<file path="config.mk">
export PLATFORM = sky130hd
export DESIGN_NAME = div_unit
export DESIGN_NICKNAME = d
export VERILOG_FILES = /design/src/rtl/div_unit_pkg.sv /design/src/rtl/div_step.sv /design/src/rtl/div_unit.sv
export SDC_FILE = /design/constraint.sdc
export NUM_CORES = 1
export LEC_CHECK = 0
export ABC_AREA = 1
export CORE_MARGIN = 1.5
export CORE_UTILIZATION = 59
export DETAILED_ROUTE_END_ITERATION = 10
export PLACE_DENSITY = 0.88
export SLEW_MARGIN = 5
export SYNTH_ARGS = -nofsm -noshare
export SYNTH_HDL_FRONTEND = slang
export SYNTH_HIERARCHICAL = 1
export SYNTH_SLANG_ARGS = --single-unit
export TNS_END_PERCENT = 30
</file>
<file path="constraint.sdc">
create_clock -name clk -period 3.9 [get_ports clk]
set_clock_uncertainty 0.2 [all_clocks]
set_input_delay 0.78 -clock clk [delete_from_list [all_inputs] [get_ports clk]]
set_output_delay 0.78 -clock clk [all_outputs]
set_load 0.1 [all_outputs]
</file>
<file path="src/rtl/div_unit_pkg.sv">
// Shared definitions for the iterative divider: default operand width and
// the controller state encoding used by div_unit.
package div_unit_pkg;

  localparam int DIV_WIDTH = 32;

  typedef enum logic [1:0] {
    IDLE = 2'd0,
    RUN  = 2'd1,
    DONE = 2'd2
  } divState_e;

endpackage

</file>
<file path="src/rtl/div_step.sv">
// One restoring-division iteration: shift the partial remainder left by one,
// bring in the next dividend bit, trial-subtract the divisor magnitude and
// keep the difference only when it does not underflow.
module div_step
  import div_unit_pkg::*;
#(
  parameter int WIDTH = DIV_WIDTH
) (
  input  logic [WIDTH:0]   partRem_i,
  input  logic [WIDTH-1:0] divisor_i,
  input  logic             shiftIn_i,
  output logic [WIDTH:0]   partRem_o,
  output logic             quotBit_o
);

  logic [WIDTH:0] shifted;
  logic [WIDTH:0] divExt;

  // Shift, trial-subtract, restore when the divisor does not fit
  always_comb begin
    shifted   = (partRem_i << 1) | {{WIDTH{1'b0}}, shiftIn_i};
    divExt    = {1'b0, divisor_i};
    quotBit_o = (shifted >= divExt);
    partRem_o = quotBit_o ? (shifted - divExt) : shifted;
  end

endmodule

</file>
<file path="src/rtl/div_unit.sv">
// Iterative MIPS-style DIV/DIVU unit: one restoring step per clock, WIDTH
// steps per division, results registered and held until the next done.
// Optional feature: define DIV_ZERO_FLAG_EN to add the div_zero output,
// which reports that the latched divisor was zero alongside q and r.
module div_unit
  import div_unit_pkg::*;
#(
  parameter int WIDTH = DIV_WIDTH
) (
  input  logic             clk,
  input  logic             rst,
  input  logic             start,
  input  logic             is_signed,
  input  logic [WIDTH-1:0] a,
  input  logic [WIDTH-1:0] b,
  output logic             busy,
  output logic             done,
  output logic [WIDTH-1:0] q,
  output logic [WIDTH-1:0] r
`ifdef DIV_ZERO_FLAG_EN
  ,
  output logic             div_zero
`endif
);

  localparam int CNT_W = $clog2(WIDTH);
  localparam logic [CNT_W-1:0] LAST_STEP = CNT_W'(WIDTH - 1);

  divState_e        state_q;
  logic             busy_q;
  logic             done_q;
  logic [WIDTH-1:0] qOut_q;
  logic [WIDTH-1:0] rOut_q;
  logic [CNT_W-1:0] cnt_q;
  logic [WIDTH:0]   rem_q;
  logic [WIDTH-1:0] dvd_q;
  logic [WIDTH-1:0] dvs_q;
  logic             negQ_q;
  logic             negR_q;
  logic             zero_q;
`ifdef DIV_ZERO_FLAG_EN
  logic             divZero_q;
`endif

  logic [WIDTH:0]   remNext;
  logic             quotBit;
  logic [WIDTH-1:0] aMag;
  logic [WIDTH-1:0] bMag;
  logic [WIDTH-1:0] quotMag;
  logic [WIDTH-1:0] qFinal;
  logic [WIDTH-1:0] rFinal;

  div_step #(
    .WIDTH(WIDTH)
  ) uStep (
    .partRem_i (rem_q),
    .divisor_i (dvs_q),
    .shiftIn_i (dvd_q[WIDTH-1]),
    .partRem_o (remNext),
    .quotBit_o (quotBit)
  );

  // Operand magnitudes at start, and sign/zero fix-up of the final step
  always_comb begin
    aMag    = (is_signed && a[WIDTH-1]) ? -a : a;
    bMag    = (is_signed && b[WIDTH-1]) ? -b : b;
    quotMag = {dvd_q[WIDTH-2:0], quotBit};
    rFinal  = negR_q ? -remNext[WIDTH-1:0] : remNext[WIDTH-1:0];
    qFinal  = zero_q ? '1 : (negQ_q ? -quotMag : quotMag);
  end

  // Controller and datapath registers; dvd_q shifts dividend bits out of
  // its top while quotient bits fill in from the bottom
  always_ff @(posedge clk) begin
    if (rst) begin
      state_q   <= IDLE;
      busy_q    <= 1'b0;
      done_q    <= 1'b0;
      qOut_q    <= '0;
      rOut_q    <= '0;
      cnt_q     <= '0;
      rem_q     <= '0;
      dvd_q     <= '0;
      dvs_q     <= '0;
      negQ_q    <= 1'b0;
      negR_q    <= 1'b0;
      zero_q    <= 1'b0;
`ifdef DIV_ZERO_FLAG_EN
      divZero_q <= 1'b0;
`endif
    end else begin
      case (state_q)
        IDLE, DONE: begin
          done_q <= 1'b0;
          if (start) begin
            state_q <= RUN;
            busy_q  <= 1'b1;
            cnt_q   <= '0;
            rem_q   <= '0;
            dvd_q   <= aMag;
            dvs_q   <= bMag;
            negQ_q  <= is_signed & (a[WIDTH-1] ^ b[WIDTH-1]);
            negR_q  <= is_signed & a[WIDTH-1];
            zero_q  <= (b == '0);
          end else begin
            state_q <= IDLE;
          end
        end
        RUN: begin
          rem_q <= remNext;
          dvd_q <= {dvd_q[WIDTH-2:0], quotBit};
          cnt_q <= cnt_q + 1'b1;
          if (cnt_q == LAST_STEP) begin
            state_q   <= DONE;
            busy_q    <= 1'b0;
            done_q    <= 1'b1;
            qOut_q    <= qFinal;
            rOut_q    <= rFinal;
`ifdef DIV_ZERO_FLAG_EN
            divZero_q <= zero_q;
`endif
          end
        end
        default: begin
          state_q <= IDLE;
          busy_q  <= 1'b0;
          done_q  <= 1'b0;
        end
      endcase
    end
  end

  assign busy = busy_q;
  assign done = done_q;
  assign q    = qOut_q;
  assign r    = rOut_q;
`ifdef DIV_ZERO_FLAG_EN
  assign div_zero = divZero_q;
`endif

endmodule

</file>
==> results of run 1 <==
==> final timing paths <==
kind	startpoint	endpoint	slack [ps]	cells after the start
worst max-delay path	dvs_q[4]$_SDFFE_PP0P_	r[31]$_SDFFE_PP0P_	170	22
worst min-delay path	state_q[0]$_SDFFE_PP0P_	busy$_SDFFE_PP0P_	270	1
worst max register to register	dvs_q[4]$_SDFFE_PP0P_	r[31]$_SDFFE_PP0P_	170	22
worst min register to register	state_q[0]$_SDFFE_PP0P_	busy$_SDFFE_PP0P_	270	1
==> metrics by stage <==
step                power [mW]  utilization  cell area (sq um)  worst slack, ps
CTS                      7.587       0.7031              15490            44.65
global route             8.403       0.7147              15740           -20.23
global placement         5.752       0.6747              14860            126.2
finish                   7.913       0.7147              15740            167.8
detailed placement       5.778       0.6747              14860            72.77
floorplan                4.730            -              13380            921.9
==> flip-flops by register name, summed over array words and instances (netlist names) <==
signal	flops
dvd_q	32
dvs_q	32
q	32
r	32
rem_q	32
cnt_q	5
state_q	2
busy	1
done	1
negQ_q	1
negR_q	1
zero_q	1
==> where the power goes <==
group | total [mW] | internal (mW) | switching [mW] | leakage, nW
logic | 4.15 | 1.23 | 2.92 | 5.76
clock network | 1.81 | 0.983 | 0.830 | 0.299
registers | 1.95 | 1.85 | 0.102 | 1.40
total | 7.91 | 4.06 | 3.85 | 7.46
==> metal layers <==
| layer | vias to the layer above | share of wire | GRT usage |
|---|---|---|---|
| li1 | 7377 | - | - |
| met1 | 6938 | 0.43 | 0.5421 |
| met2 | 924 | 0.43 | 0.5764 |
| met3 | 104 | 0.11 | 0.06708 |
| met4 | 0 | 0.033 | 0.1327 |
| met5 | - | 0 | 0 |
==> final cells by class <==
class | instances | area [sq um] | share of cell area
Inverter | 379 | 1423 | 0.09037
Sequential cell | 172 | 3446 | 0.2189
Clock buffer | 17 | 425.4 | 0.02702
Clock inverter | 15 | 198.9 | 0.01264
Multi-Input combinational cell | 1626 | 8381 | 0.5323
Tap cell | 280 | 350.3 | 0.02225
Timing Repair Buffer | 157 | 1519 | 0.09649
==> what timing repair did <==
item                                    4_1_cts  5_1_grt
buffers inserted                              0        4
endpoints found under the setup margin        1       29
pin swaps                                     0        6
cloned                                        0        1
resized for setup                             1       45
==> summary.txt, run 1 <==
outcome: completed
CP Data Required Time: 4040 ps
Core Footprint: 22,030 sq um
starting density of the core: 0.6076
Final Hold Fails: 0
Worst-path clk slew: 70 ps
commonest non-fill, non-tap cells in the layout: 617 x nand2_1, 359 x inv_1, 220 x nor2_1, 220 x nand3_1, 170 x dfxtp_1
final wirelength: 45,740 um
fin nets: 2,460
Pwr Density: 502.6 nW/um^2
max-cap violation count: 0
First-pass DRT Iterations: 8
gpl congestion: 0.9974
dpl cells: 2,609
HP Class: reg -> reg
Clock Path Buffers: 2
overall global routing resource usage: 0.3804
commonest non-fill, non-tap cell in the layout: nand2_1
Remaining Overflow, GRT: 0
Filler cells: 1,971
Slew Viols, Final: 0
CP Capture Type: register
largest net degree at the start of global routing: 91
Fin Setup TNS: 0 ps
Synth Instances: 2,252
initial detailed-routing violation count: 1,691
DR vias: 15,340
Worst Path Buf+Inv: 4
number of global-route vias before repair: 13,770
Max-Slew Margin vs Limit: 0.3141
Slowest-stage cell, CP: dfxtp_1
Clock Root Buffer: clkbuf_16
clk sinks: 172
io pins: 134
synth warn: 6
Syn Std Cell Area: 13,380 sq um
worst-path maximum fanout: 30
Worst setup SP type: register
Die Wd: 153.6 um
worst hold slack: 273.9 ps
die height: 153.6 um
CTS tree: done
antenna cells: 0
die area: 23,600 sq um
initial antenna violation count: 0
Setup Crit Path Kind: reg -> reg
minimum clock period: 3732 ps
HPWL Detailed: 34,880 um
clk_lat worst skew: 440 ps
non-filler instance count after layout: 2,646
fin crit share: 0.9570
Post-CTS Hold Buffers: 0
maximum vdd drop: 0.4150 mV
WL per Instance: 17.29 um
average vias per placed instance: 5.799
H-tree lvl count: 4
wire length of the first global-routing pass: 71,660 um
critical-path cell list: inv_1 -> ha_1 -> nand2_1 -> inv_1 -> nand2_1 -> nor3_1 -> nand3b_1 -> nor2_4 -> nor2_4 -> buf_4 -> nand3_1 -> nand2_1 -> nor2_1 -> nand2_1 -> nor2_4 -> nand3_1 -> nor2_1 -> nand3_1 -> nand3_1 -> nand3_1 -> nand2_1 -> inv_1
actual slew at the worst max-slew pin: 1026 ps
Leak: 7.460 nW
Post-Syn Area per Cell: 5.943 sq um
Critical Path Max Stage Delay: 350 ps
post-route ant nets: 0
share of cells above drive strength 1: 0.07566
Max Fclk: 267.9 MHz
CTS buffer count: 17
Area Growth Syn to Fin: 17.63%
WP data arrival: 3870 ps
DRC: 0
Final setup viols: 0
row count: 54
syn nets: 2,359
CP top delay family: simple AND/OR/NAND/NOR gates
IO buf count: 133
Note: power is estimated with default switching activity, not from simulation.
==> inputs of run 2 (changes only) <==
- CORE_UTILIZATION: 59 -> 50
- GPL_ROUTABILITY_DRIVEN: unset -> 0
- PLACE_DENSITY: 0.88 -> 0.77
==> run 2 against run 1 <==
Net effect: the run now ends with design-rule violations left; design area increased by 0.13%; routed wire length decreased by 4.4%; sequential share of layout area about the same.
==> summary.txt, run 2 (synthesized netlist as in run 1, its figures left out) <==
fin crit share: 0.9577 (was 0.9570)
WP data arrival: 3870 ps (about the same)
die height: 166.6 um (was 153.6 um)
H-tree lvl count: 4 (unchanged)
Clock Root Buffer: clkbuf_16 (unchanged)
Final Hold Fails: 0 (unchanged)
Critical Path Max Stage Delay: 390 ps (was 350 ps)
Max-Slew Margin vs Limit: 0.3017 (was 0.3141)
Tot Pwr: 7.673 mW (was 7.913 mW)
max-cap violation count: 0 (unchanged)
clk sinks: 172 (unchanged)
post-route ant nets: 0 (unchanged)
Final setup viols: 0 (unchanged)
fin nets: 2,461 (was 2,460)
Max Fclk: 267.7 MHz (was 267.9 MHz)
CP Data Required Time: 4040 ps (about the same)
DRC: 7 (was 0)
Util after Layout: 0.6032 (was 0.7147)
clk_lat worst skew: 430 ps (was 440 ps)
largest net degree at the start of global routing: 91 (unchanged)
Remaining Overflow, GRT: 0 (unchanged)
wire length of the first global-routing pass: 70,630 um (was 71,660 um)
pre-CTS WS: -12.83 ps (was 72.77 ps)
Leak: 7.494 nW (was 7.460 nW)
Pwr Density: 486.8 nW/um^2 (was 502.6 nW/um^2)
violated checks: design-rule violations
share of cells above drive strength 1: 0.07058 (was 0.07566)
Die Wd: 166.6 um (was 153.6 um)
First-pass DRT Iterations: 11 (was 8)
dpl cells: 2,662 (was 2,609)
Clock Path Buffers: 2 (unchanged)
final worst slack: 165.1 ps (was 167.8 ps)
IO buf count: 133 (unchanged)
CTS tree: done (unchanged)
row count: 59 (was 54)
commonest non-fill, non-tap cells in the layout: 620 x nand2_1, 359 x inv_1, 223 x nor2_1 (was 617 x nand2_1, 359 x inv_1, 220 x nor2_1, 220 x nand3_1, 170 x dfxtp_1)
average vias per placed instance: 5.574 (was 5.799)
number of global-route vias before repair: 13,740 (was 13,770)
overall global routing resource usage: 0.3139 (was 0.3804)
Setup Crit Path Kind: reg -> reg (unchanged)
outcome: finished with violations (was completed)
DR vias: 15,060 (was 15,340)
Area Growth Syn to Fin: 17.78% (was 17.63%)
initial detailed-routing violation count: 1,760 (was 1,691)
starting density of the core: 0.5121 (was 0.6076)
Post-CTS Hold Buffers: 0 (unchanged)
WL per Instance: 16.18 um (was 17.29 um)
Slowest-stage cell, CP: dfxtp_1 (unchanged)
io pins: 134 (unchanged)
initial antenna violation count: 0 (unchanged)
minimum clock period: 3735 ps (was 3732 ps)
critical-path cell list: ha_4 -> nand2_2 -> nor2_2 -> inv_1 -> nor2_4 -> nand3b_1 -> nor2_4 -> nor2_4 -> nand2_8 -> o21ai_0 -> inv_1 -> ha_2 -> nand3_2 -> inv_1 -> nand2_1 -> nor2_4 -> nand2_1 -> o21ai_2 -> nand2_1 -> nand2_1 -> nand3_1 -> nand2_1 -> inv_1 (was inv_1 -> ha_1 -> nand2_1 -> inv_1 -> nand2_1 -> nor3_1 -> nand3b_1 -> nor2_4 -> nor2_4 -> buf_4 -> nand3_1 -> nand2_1 -> nor2_1 -> nand2_1 -> nor2_4 -> nand3_1 -> nor2_1 -> nand3_1 -> nand3_1 -> nand3_1 -> nand2_1 -> inv_1)
actual slew at the worst max-slew pin: 1044 ps (was 1026 ps)
Core Footprint: 26,130 sq um (was 22,030 sq um)
maximum vdd drop: 0.3386 mV (was 0.4150 mV)
HP Class: reg -> reg (unchanged)
Slew Viols, Final: 0 (unchanged)
commonest non-fill, non-tap cell in the layout: nand2_1 (unchanged)
antenna cells: 0 (unchanged)
CP Capture Type: register (unchanged)
FF-to-FF setup slack: 170 ps (about the same)
worst-path maximum fanout: 15 (was 30)
Worst-path clk slew: 70 ps (about the same)
Worst setup SP type: register (unchanged)
non-filler instance count after layout: 2,701 (was 2,646)
HPWL Detailed: 33,280 um (was 34,880 um)
CTS buffer count: 17 (unchanged)
crit-path most repeated cell: nand2_1
worst hold slack: 279.2 ps (was 273.9 ps)
final wirelength: 43,720 um (was 45,740 um)
die area: 27,760 sq um (was 23,600 sq um)
==> run 2: critical path, delay by kind of cell, from the launching register on <==
kind | cells | cell delay [ps]
simple gates | 15 | 1790
buf+inv | 4 | 370
compound gates | 2 | 350
fa+ha+maj | 2 | 550
flops | 1 | 390
==> run 2: what timing repair did <==
item / 4_1_cts / 5_1_grt
setup endpoints to repair: 2 / 29
pin swaps: 0 / 5
resized for setup: 1 / 28
buffers inserted: 0 / 8
endpoints found under the hold margin: 0 / 0
==> run 2: worst paths after layout <==
kind | startpoint | endpoint | cells past startpoint
worst max-delay path | rem_q[13]$_SDFFE_PP0P_ | r[22]$_SDFFE_PP0P_ | 23
worst min-delay path | cnt_q[3]$_SDFFE_PP0P_ | cnt_q[3]$_SDFFE_PP0P_ | 1
worst max register to register | rem_q[13]$_SDFFE_PP0P_ | r[22]$_SDFFE_PP0P_ | 23
worst min register to register | cnt_q[3]$_SDFFE_PP0P_ | cnt_q[3]$_SDFFE_PP0P_ | 1
==> run 2: report_power, final <==
group | switching, mW | leakage, nW | internal (mW)
Combinational | 2.75 | 5.80 | 1.23
Sequential | 0.101 | 1.40 | 1.85
Clock | 0.772 | 0.297 | 0.978
==> run 2: layout make-up <==
class                   instances  area, sq um
clock buffers                  18        439.2
clock inverters                13        156.4
well taps                     335        419.2
inverters                     379         1424
multi-input cells            1625         8330
flip-flops and latches        172         3445
fillers                      2487        10370
repair buffers                159         1549
==> run 2: per-layer routing <==
metal  wire length [um]  track usage
met1              19570       0.4461
met2              18460       0.4808
met3               4209      0.04254
met4               1475       0.1202
met5                  0            0
==> run 2: metrics by stage <==
stage          area (sq um)  setup TNS, ps
2_1_floorplan         13380              0
3_3_place_gp          14920              0
3_5_place_dp          14920         -12.83
4_1_cts               15520              0
5_1_grt               15760         -23.65
6_report              15760              0
